### config.mk
export PLATFORM = sky130hd
export DESIGN_NAME = crc_engine_flat
export DESIGN_NICKNAME = d
export VERILOG_FILES = /design/src/rtl/crc_pkg.sv /design/src/rtl/crc_engine_if.sv /design/src/rtl/crc_serializer.sv /design/src/rtl/crc_engine.sv /design/src/flat_wrapper.sv
export SDC_FILE = /design/constraint.sdc
export NUM_CORES = 1
export LEC_CHECK = 0
export CORE_UTILIZATION = 54
export CTS_BUF_LIST = sky130_fd_sc_hd__clkbuf_4 sky130_fd_sc_hd__clkbuf_8
export DETAILED_ROUTE_END_ITERATION = 10
export PLACE_DENSITY_LB_ADDON = 0.15
export SYNTH_ARGS = -nofsm -noshare
export SYNTH_HDL_FRONTEND = slang
export SYNTH_SLANG_ARGS = --single-unit
### constraint.sdc
create_clock -name crcinclk -period 3.6 [get_ports crcinclk]
set_input_delay 0.54 -clock crcinclk [delete_from_list [all_inputs] [get_ports crcinclk]]
set_output_delay 0.54 -clock crcinclk [all_outputs]
set_load 0.01 [all_outputs]
### src/rtl/crc_pkg.sv
// Shared types and EPC Gen2 CRC constants for the serial CRC engine.
package crc_pkg;

   typedef enum logic [1:0] {
      ST_IDLE  = 2'd0,
      ST_ACCUM = 2'd1,
      ST_SHIFT = 2'd2
   } crc_state_e;

   localparam logic [4:0]  CRC5_POLY     = 5'h09;
   localparam logic [4:0]  CRC5_PRESET   = 5'b01001;
   localparam logic [4:0]  CRC5_XOROUT   = 5'h00;
   localparam logic [4:0]  CRC5_RESIDUE  = 5'h00;

   localparam logic [15:0] CRC16_POLY    = 16'h1021;
   localparam logic [15:0] CRC16_PRESET  = 16'hFFFF;
   localparam logic [15:0] CRC16_XOROUT  = 16'hFFFF;
   localparam logic [15:0] CRC16_RESIDUE = 16'h1D0F;

endpackage

### src/rtl/crc_engine_if.sv
// Bit-stream and CRC result bundle between the tag datapath and crc_engine.
interface crc_engine_if #(
   parameter int WIDTH = 5
);
   logic             init;
   logic             bit_valid;
   logic             bit_in;
   logic             shift_req;
   logic [WIDTH-1:0] crc;
   logic [WIDTH-1:0] crc_tx;
   logic             crc_ok;
   logic             bit_out;
   logic             bit_out_valid;
   logic             busy;
   logic             done;

   modport master (
      output init, bit_valid, bit_in, shift_req,
      input  crc, crc_tx, crc_ok, bit_out, bit_out_valid, busy, done
   );

   modport slave (
      input  init, bit_valid, bit_in, shift_req,
      output crc, crc_tx, crc_ok, bit_out, bit_out_valid, busy, done
   );
endinterface

### src/rtl/crc_serializer.sv
// MSB-first shifter that streams a loaded CRC word to the backscatter encoder.
module crc_serializer #(
   parameter int WIDTH = 5
) (
   input  logic             crcinclk,
   input  logic             reset,
   input  logic             load,
   input  logic             abort,
   input  logic [WIDTH-1:0] load_val,
   output logic             bit_out,
   output logic             bit_out_valid,
   output logic             done
);
   localparam int CW = $clog2(WIDTH + 1);

   logic [WIDTH-1:0] out_sr;
   logic [CW-1:0]    count;
   logic             active;
   logic             last;

   assign last = active && (count == CW'(WIDTH - 1));

   always_ff @(posedge crcinclk) begin
      if (!reset) begin
         out_sr <= '0;
         count  <= '0;
         active <= 1'b0;
      end else if (abort) begin
         out_sr <= '0;
         count  <= '0;
         active <= 1'b0;
      end else if (load) begin
         out_sr <= load_val;
         count  <= '0;
         active <= 1'b1;
      end else if (active) begin
         out_sr <= {out_sr[WIDTH-2:0], 1'b0};
         // saturate at WIDTH so a stale counter never wraps back into range
         if (count < CW'(WIDTH)) begin
            count <= count + 1'b1;
         end
         if (last) begin
            active <= 1'b0;
         end
      end
   end

   assign bit_out       = active & out_sr[WIDTH-1];
   assign bit_out_valid = active;
   assign done          = last;

endmodule

### src/rtl/crc_engine.sv
// Serial CRC-5 / CRC-16 generator with residue check and built-in serial output.
//
// state    | meaning
// ST_IDLE  | after reset, data bits ignored
// ST_ACCUM | absorbing one bit per bit_valid cycle
// ST_SHIFT | serialising crc ^ XOROUT, crc held
module crc_engine
   import crc_pkg::*;
#(
   parameter int               WIDTH   = 5,
   parameter logic [WIDTH-1:0] POLY    = CRC5_POLY,
   parameter logic [WIDTH-1:0] PRESET  = CRC5_PRESET,
   parameter logic [WIDTH-1:0] XOROUT  = CRC5_XOROUT,
   parameter logic [WIDTH-1:0] RESIDUE = CRC5_RESIDUE
) (
   input  logic         crcinclk,
   input  logic         reset,
   crc_engine_if.slave  bus
);

   crc_state_e       state_q, state_d;
   logic [WIDTH-1:0] crc_q, crc_d;
   logic             ser_load;
   logic             ser_abort;
   logic             ser_done;

   function automatic logic [WIDTH-1:0] lfsr_step(input logic [WIDTH-1:0] cur,
                                                  input logic             din);
      logic fb;
      fb = din ^ cur[WIDTH-1];
      return {cur[WIDTH-2:0], 1'b0} ^ (fb ? POLY : '0);
   endfunction

   always_ff @(posedge crcinclk) begin
      if (!reset) begin
         state_q <= ST_IDLE;
         crc_q   <= PRESET;
      end else begin
         state_q <= state_d;
         crc_q   <= crc_d;
      end
   end

   always_comb begin
      state_d   = state_q;
      crc_d     = crc_q;
      ser_load  = 1'b0;
      ser_abort = 1'b0;
      if (bus.init) begin
         // a bit arriving with init belongs to the new frame
         state_d   = ST_ACCUM;
         ser_abort = 1'b1;
         crc_d     = bus.bit_valid ? lfsr_step(PRESET, bus.bit_in) : PRESET;
      end else begin
         case (state_q)
            ST_IDLE: begin
               if (bus.shift_req) begin
                  state_d  = ST_SHIFT;
                  ser_load = 1'b1;
               end
            end
            ST_ACCUM: begin
               if (bus.shift_req) begin
                  state_d  = ST_SHIFT;
                  ser_load = 1'b1;
               end else if (bus.bit_valid) begin
                  crc_d = lfsr_step(crc_q, bus.bit_in);
               end
            end
            ST_SHIFT: begin
               if (ser_done) begin
                  state_d = ST_ACCUM;
               end
            end
            default: state_d = ST_IDLE;
         endcase
      end
   end

   crc_serializer #(
      .WIDTH (WIDTH)
   ) u_ser (
      .crcinclk      (crcinclk),
      .reset         (reset),
      .load          (ser_load),
      .abort         (ser_abort),
      .load_val      (crc_q ^ XOROUT),
      .bit_out       (bus.bit_out),
      .bit_out_valid (bus.bit_out_valid),
      .done          (ser_done)
   );

   assign bus.done   = ser_done;
   assign bus.busy   = (state_q == ST_SHIFT);
   assign bus.crc    = crc_q;
   assign bus.crc_tx = crc_q ^ XOROUT;
   assign bus.crc_ok = (crc_q == RESIDUE);

endmodule
### src/flat_wrapper.sv
// flat-port wrapper written by rule: the top's interface ports become plain ports
module crc_engine_flat import crc_pkg::*;
#(
   parameter int               WIDTH   = 5,
   parameter logic [WIDTH-1:0] POLY    = CRC5_POLY,
   parameter logic [WIDTH-1:0] PRESET  = CRC5_PRESET,
   parameter logic [WIDTH-1:0] XOROUT  = CRC5_XOROUT,
   parameter logic [WIDTH-1:0] RESIDUE = CRC5_RESIDUE
)
  (crcinclk, reset, bus_init, bus_bit_valid, bus_bit_in, bus_shift_req, bus_crc, bus_crc_tx, bus_crc_ok, bus_bit_out, bus_bit_out_valid, bus_busy, bus_done);
  crc_engine_if #(.WIDTH(WIDTH)) bus_i ();
  input  logic crcinclk;
  input  logic reset;
  input wire logic [$bits(bus_i.init)-1:0] bus_init;
  input wire logic [$bits(bus_i.bit_valid)-1:0] bus_bit_valid;
  input wire logic [$bits(bus_i.bit_in)-1:0] bus_bit_in;
  input wire logic [$bits(bus_i.shift_req)-1:0] bus_shift_req;
  output wire logic [$bits(bus_i.crc)-1:0] bus_crc;
  output wire logic [$bits(bus_i.crc_tx)-1:0] bus_crc_tx;
  output wire logic [$bits(bus_i.crc_ok)-1:0] bus_crc_ok;
  output wire logic [$bits(bus_i.bit_out)-1:0] bus_bit_out;
  output wire logic [$bits(bus_i.bit_out_valid)-1:0] bus_bit_out_valid;
  output wire logic [$bits(bus_i.busy)-1:0] bus_busy;
  output wire logic [$bits(bus_i.done)-1:0] bus_done;
  assign bus_i.init = bus_init;
  assign bus_i.bit_valid = bus_bit_valid;
  assign bus_i.bit_in = bus_bit_in;
  assign bus_i.shift_req = bus_shift_req;
  assign bus_crc = bus_i.crc;
  assign bus_crc_tx = bus_i.crc_tx;
  assign bus_crc_ok = bus_i.crc_ok;
  assign bus_bit_out = bus_i.bit_out;
  assign bus_bit_out_valid = bus_i.bit_out_valid;
  assign bus_busy = bus_i.busy;
  assign bus_done = bus_i.done;
  crc_engine #(.WIDTH(WIDTH), .POLY(POLY), .PRESET(PRESET), .XOROUT(XOROUT), .RESIDUE(RESIDUE)) u_core (.crcinclk(crcinclk), .reset(reset), .bus(bus_i));
endmodule
---- Word level (Yosys, flattened, before mapping) ----
Index checks and enable logic that the tools add are counted.
word-level totals
  word-level logic and storage cells ...... 55
  output and inout port bits .............. 15
  register bits ........................... 16
  bits of input ports ..................... 6
cells by class
  $add $sub $neg .......................... 1
  bitwise gates (word level) .............. 5
  magnitude comparators ................... 1
  equality and inequality tests ........... 8
  multiplexer cells ....................... 20
  reduce and logical (&&, ||, !) cells .... 14
operators by type and width
  cell                 number
  $mux 5               7
  $mux 1               8
  $mux 4               2
  $reduce_and 2->1     3
  $reduce_bool 2->1    3
  $reduce_or 2->1      3
  $logic_not 5->1      1
  $xor 5x5->5          1
  $mux 2               2
  $ne 2x1->1 const B   2
  $pmux 2 s2           1
  $add 3x1->3 const B  1
  $eq 3x3->1 const B   1
  $lt 3x3->1 const B   1
  $ne 3x1->1 const B   1
  $ne 3x2->1 const B   1
  $reduce_and 3->1     1
  $reduce_or 3->1      1
  $eq 2x1->1 const B   1
  $eq 2x2->1 const B   1
  $logic_not 2->1      1
  $ne 2x2->1 const B   1
  $not 2->2            1
  $and 1x1->1          1
  3 further kinds      3

---- Longest topological paths before layout ----
  depth after elaboration ................. 7
  depth in mapped cells ................... 6
  mapped depth without buffers ............ 6

---- Modules after synthesis ----
A second synthesis with hierarchy kept.
unflattened totals
  cells, all modules ...................... 94
  area total of the unflattened synthesis .. 879.6 um^2
by module, submodules not included
  module          area an instance (um^2)  times used  seq. area each (um^2)  cells an instance
  crc_serializer  466.7                    1           180.2                  48
  crc_engine      412.9                    1           140.1                  46

---- Worst setup path before layout ----
Ideal clock, no wire load.
  kind .................................... register to output
  from .................................... reg u_core.crc_q[4], in the netlist u_core.bus.crc[4]
  to ...................................... out bus_crc_ok
  path slack .............................. 2011 ps
  buffers on the path ..................... 0
  data arrival time ....................... 1049 ps
  cell stages (with the launch flop) ...... 3
  data required time ...................... 3060 ps
  cells stage by stage .................... dfxtp_1 > or4_1 > nor2_1
between the ends
  word-level cells in the longest chain between the ends .. 1
ends and longest elaborated chain
  what                    RTL line            source
  start, declared         crc_engine.sv:22    logic [WIDTH-1:0] crc_q, crc_d;
  start signal, assigned  crc_engine.sv:40    crc_q <= crc_d;
  $logic_not 5->1         crc_engine.sv:97    assign bus.crc_ok = (crc_q == RESIDUE);
  end, declared           flat_wrapper.sv:20  output wire logic [$bits(bus_i.crc_ok)-1:0] bus_crc_ok;
No other way between the ends.

---- Worst setup path after layout ----
Ends and elaborated chain as after synthesis.

==> impl_results.md <==
- Switching power as a share of total power: between 20% and 30%
- Global-route usage over all layers: around a fifth
- LEAKAGE: around 0.39 nW
- Width of the chip: 41.9 microns
- Internal Pwr Total: 0.000255 W
- YS warnings: 0
- Starting DRT DRC Count: 11
- Outcome: finished clean
- Sum Neg Setup Slack: 0 ps
- Standard-cell rows: 14
- Layout Skew: 1.48 ps
- Average wire per cell in the routed design: 13.2 microns
- Worst-path clk slew: 90 ps
- Total nets after synthesis: 102
- Buffer depth of the longest clock path: 2
- Remaining global-route overflow: 0
- Crit path capture type: output port
- Max Slew Vio Count: 0
- Mapped cell area: 860 sq um
- Count of TritonRoute iterations in the first routing pass: 4
- Power per cell area: roughly 330 nW/um^2
- Share of synthesized registers carrying an async set or reset: 0%
- Final RePlAce weighted congestion: 0.715
- Critical Setup Path Class: flip-flop to output port
- Period utilization: between 60% and 70%
- H-Tree Depth: 1
- Remaining max-slew budget at the tightest pin: approximately 28%
- Gate count of the mapped netlist: 94
- Antenna diode instance count: 0
- Number of antenna violations at the first check in global routing: 0
- CTS resizes: 0
- Main flop type after synthesis: sky130_fd_sc_hd__dfxtp_1
- Post-route antenna net violation count: 0
- Final setup fails: 0
- Residual DRC: 0
- Via count of the first global-routing pass: approximately 630
- Number of I/O port buffers: 20
- Number of distinct library cells after synthesis: 35
- Synth-to-Final Area Change: 20.1%
- Kind of start point of the critical path: flip-flop
- Wirelength, routed: about 1.6 mm
- Time the worst path needs with I/O delays and setup: 2380 ps
- Cell area after placement: 1010 sq um
- Full die area: 1760 sq um
- RSZ-0062 raised after global routing: false
- Clock network power share: ~28%
- Max VDD drop: between 200 and 250 uV
- Hold-fix buffer count after cts: 0
- Vertical extent of the die: 41.9 microns
- Wire length of the first global-routing pass: 2.72 mm
- Number of storage elements in the synthesis netlist: 16
- Crit Path Max Fanout: 6
- Clock latency on the worst-skew pair: around 280 ps
- Total via count after detailed routing: slightly above 700
- Switching power summed over all nets: approximately 0.000091 W
- Most common library cell in the layout ignoring fill and taps: sky130_fd_sc_hd__clkdlybuf4s50_1
- Share of layout cells above drive strength 1: 9.35%
- Required time of the worst setup path: 3060 ps
- Arrival time at the worst endpoint: 1840 ps
- Top-level I/O count: 21
- Final instance area: 1030 sq um
- Initial cell density of the core: approximately 58%
- Clock tree from TritonCTS: done
- Floorplan Core Area: 1490 sq um
- Number of nets at the end of the flow: roughly 120
- Post-synth EDFFs: 0
- Number of placed instances, taps included: 120
- Final design utilization: 69.3%
- # Max-Cap Violations: 0
- Final standard cell count with taps included and fillers excluded: 123
- Final hold violation count: 0
- Min-Delay Path Class: flip-flop to flip-flop
- F_max: ~420 MHz
- Total clock sinks: 16
- Via-to-Cell Ratio: about 5.7
- Syn_area_per_cell: 9.14 sq um
- Sequential fraction of the synthesis area: between 30% and 40%
- Slew at the pin closest to its max-slew limit: ~1100 ps
- Sequential fraction of design power: between 50% and 60%
- Commonest cells after routing, fill and taps aside: 20 x sky130_fd_sc_hd__clkdlybuf4s50_1, 16 x sky130_fd_sc_hd__dfxtp_1, 10 x sky130_fd_sc_hd__nor2_1
- Root buffer cell: sky130_fd_sc_hd__clkbuf_4
- Pin count of the biggest net entering global routing: 15
- Total CTS buffers: 3
- Logic pwr share: between 15 and 20%
- Post-detailed-placement half-perimeter wirelength: ~1.2 mm
- Post-CTS Setup Repair Bufs: 0
through the flow:
step           power, W  worst slack (ps)  hold slack [ps]
2_1_floorplan  0.000233              2010              502
3_3_place_gp   0.000253              1260              535
3_5_place_dp   0.000255              1130              552
4_1_cts        0.000347              1210              569
5_1_grt        0.000359              1150              612
6_report       0.000346              1220              564
state kept, by name, summed over array words and instances, names as in the netlist:
register	cells
u_core.u_ser.bit_out_valid	1
u_core.bus.crc	5
u_core.state_q	2
u_core.u_ser.out_sr	5
u_core.u_ser.count	3
path summary, 6_finish.rpt:
check                        start                    end  slack (ps)  cells past startpoint
max              u_core.bus.crc[4]             bus_crc_ok        1220                      3
min          u_core.u_ser.count[0]  u_core.u_ser.count[0]         560                      1
max reg2reg      u_core.state_q[1]      u_core.bus.crc[3]        1840                      3
min reg2reg  u_core.u_ser.count[0]  u_core.u_ser.count[0]         560                      1
power by group through the flow:
stage,logic (W),registers [W],clock network (W)
floorplan,0.0000373,0.000196,0
global placement,0.0000563,0.000197,0
detailed placement,0.0000576,0.000197,0
CTS,0.0000579,0.000193,0.0000961
global route,0.0000619,0.000195,0.000103
finish,0.0000575,0.000193,0.0000949
worst max-delay path, stage by stage, from the launching register on:
cell	delay, ps
sky130_fd_sc_hd__dfxtp_1	380
sky130_fd_sc_hd__or4_1	530
sky130_fd_sc_hd__nor2_1	100
sky130_fd_sc_hd__clkdlybuf4s50_1	540
cell families (layout without fill, tap and decap cells):
| logic type | Yosys count | in the layout | share of synthesized area, % |
|---|---|---|---|
| flip-flops | 16 | 16 | 37.3 |
| AND/OR/NAND/NOR | 30 | 30 | 18.8 |
| XOR/XNOR | 1 | 1 | 1.02 |
| multiplexers | 7 | 7 | 8.30 |
| AO/OA/AOI/OAI | 21 | 21 | 20.5 |
| buffers and inverters | 17 | 30 | 11.2 |
| adder cells (fa/ha/maj) | 2 | 2 | 2.91 |
cells in the mapped netlist, drive strengths merged, types with 2 or more instances:
cell type  instances  area [sq um]
buf                9          66.3
ha                 2          25.0
o221ai             2          17.5
o21a               2          15.0
nor2b              3          18.8
mux2i              6          60.1
inv                7          26.3
a211oi             6          65.1
dfxtp             16           320
a22o               2          17.5
nand2              5          18.8
a21oi              3          15.0
nor3b              3          22.5
nor2              10          37.5
a21o               2          16.3
metal layers:
layer / vias up / routed length, microns / GRT usage (%)
li1: 352 / - / -
met1: 329 / 730 / 26.2
met2: 22 / 774 / 33.1
met3: 2 / 98 / 3.91
met4: 0 / 17 / 11.6
met5: - / 0 / 0
layout make-up:
type | count | area (sq um)
clock buffer | 3 | 22.5
fill | 123 | 457
inverter | 7 | 26.3
multi-input combinational | 61 | 443
sequential | 16 | 320
tap | 16 | 20.0
timing repair buffer | 20 | 200
No activity file was read; power rests on OpenSTA's default activity.
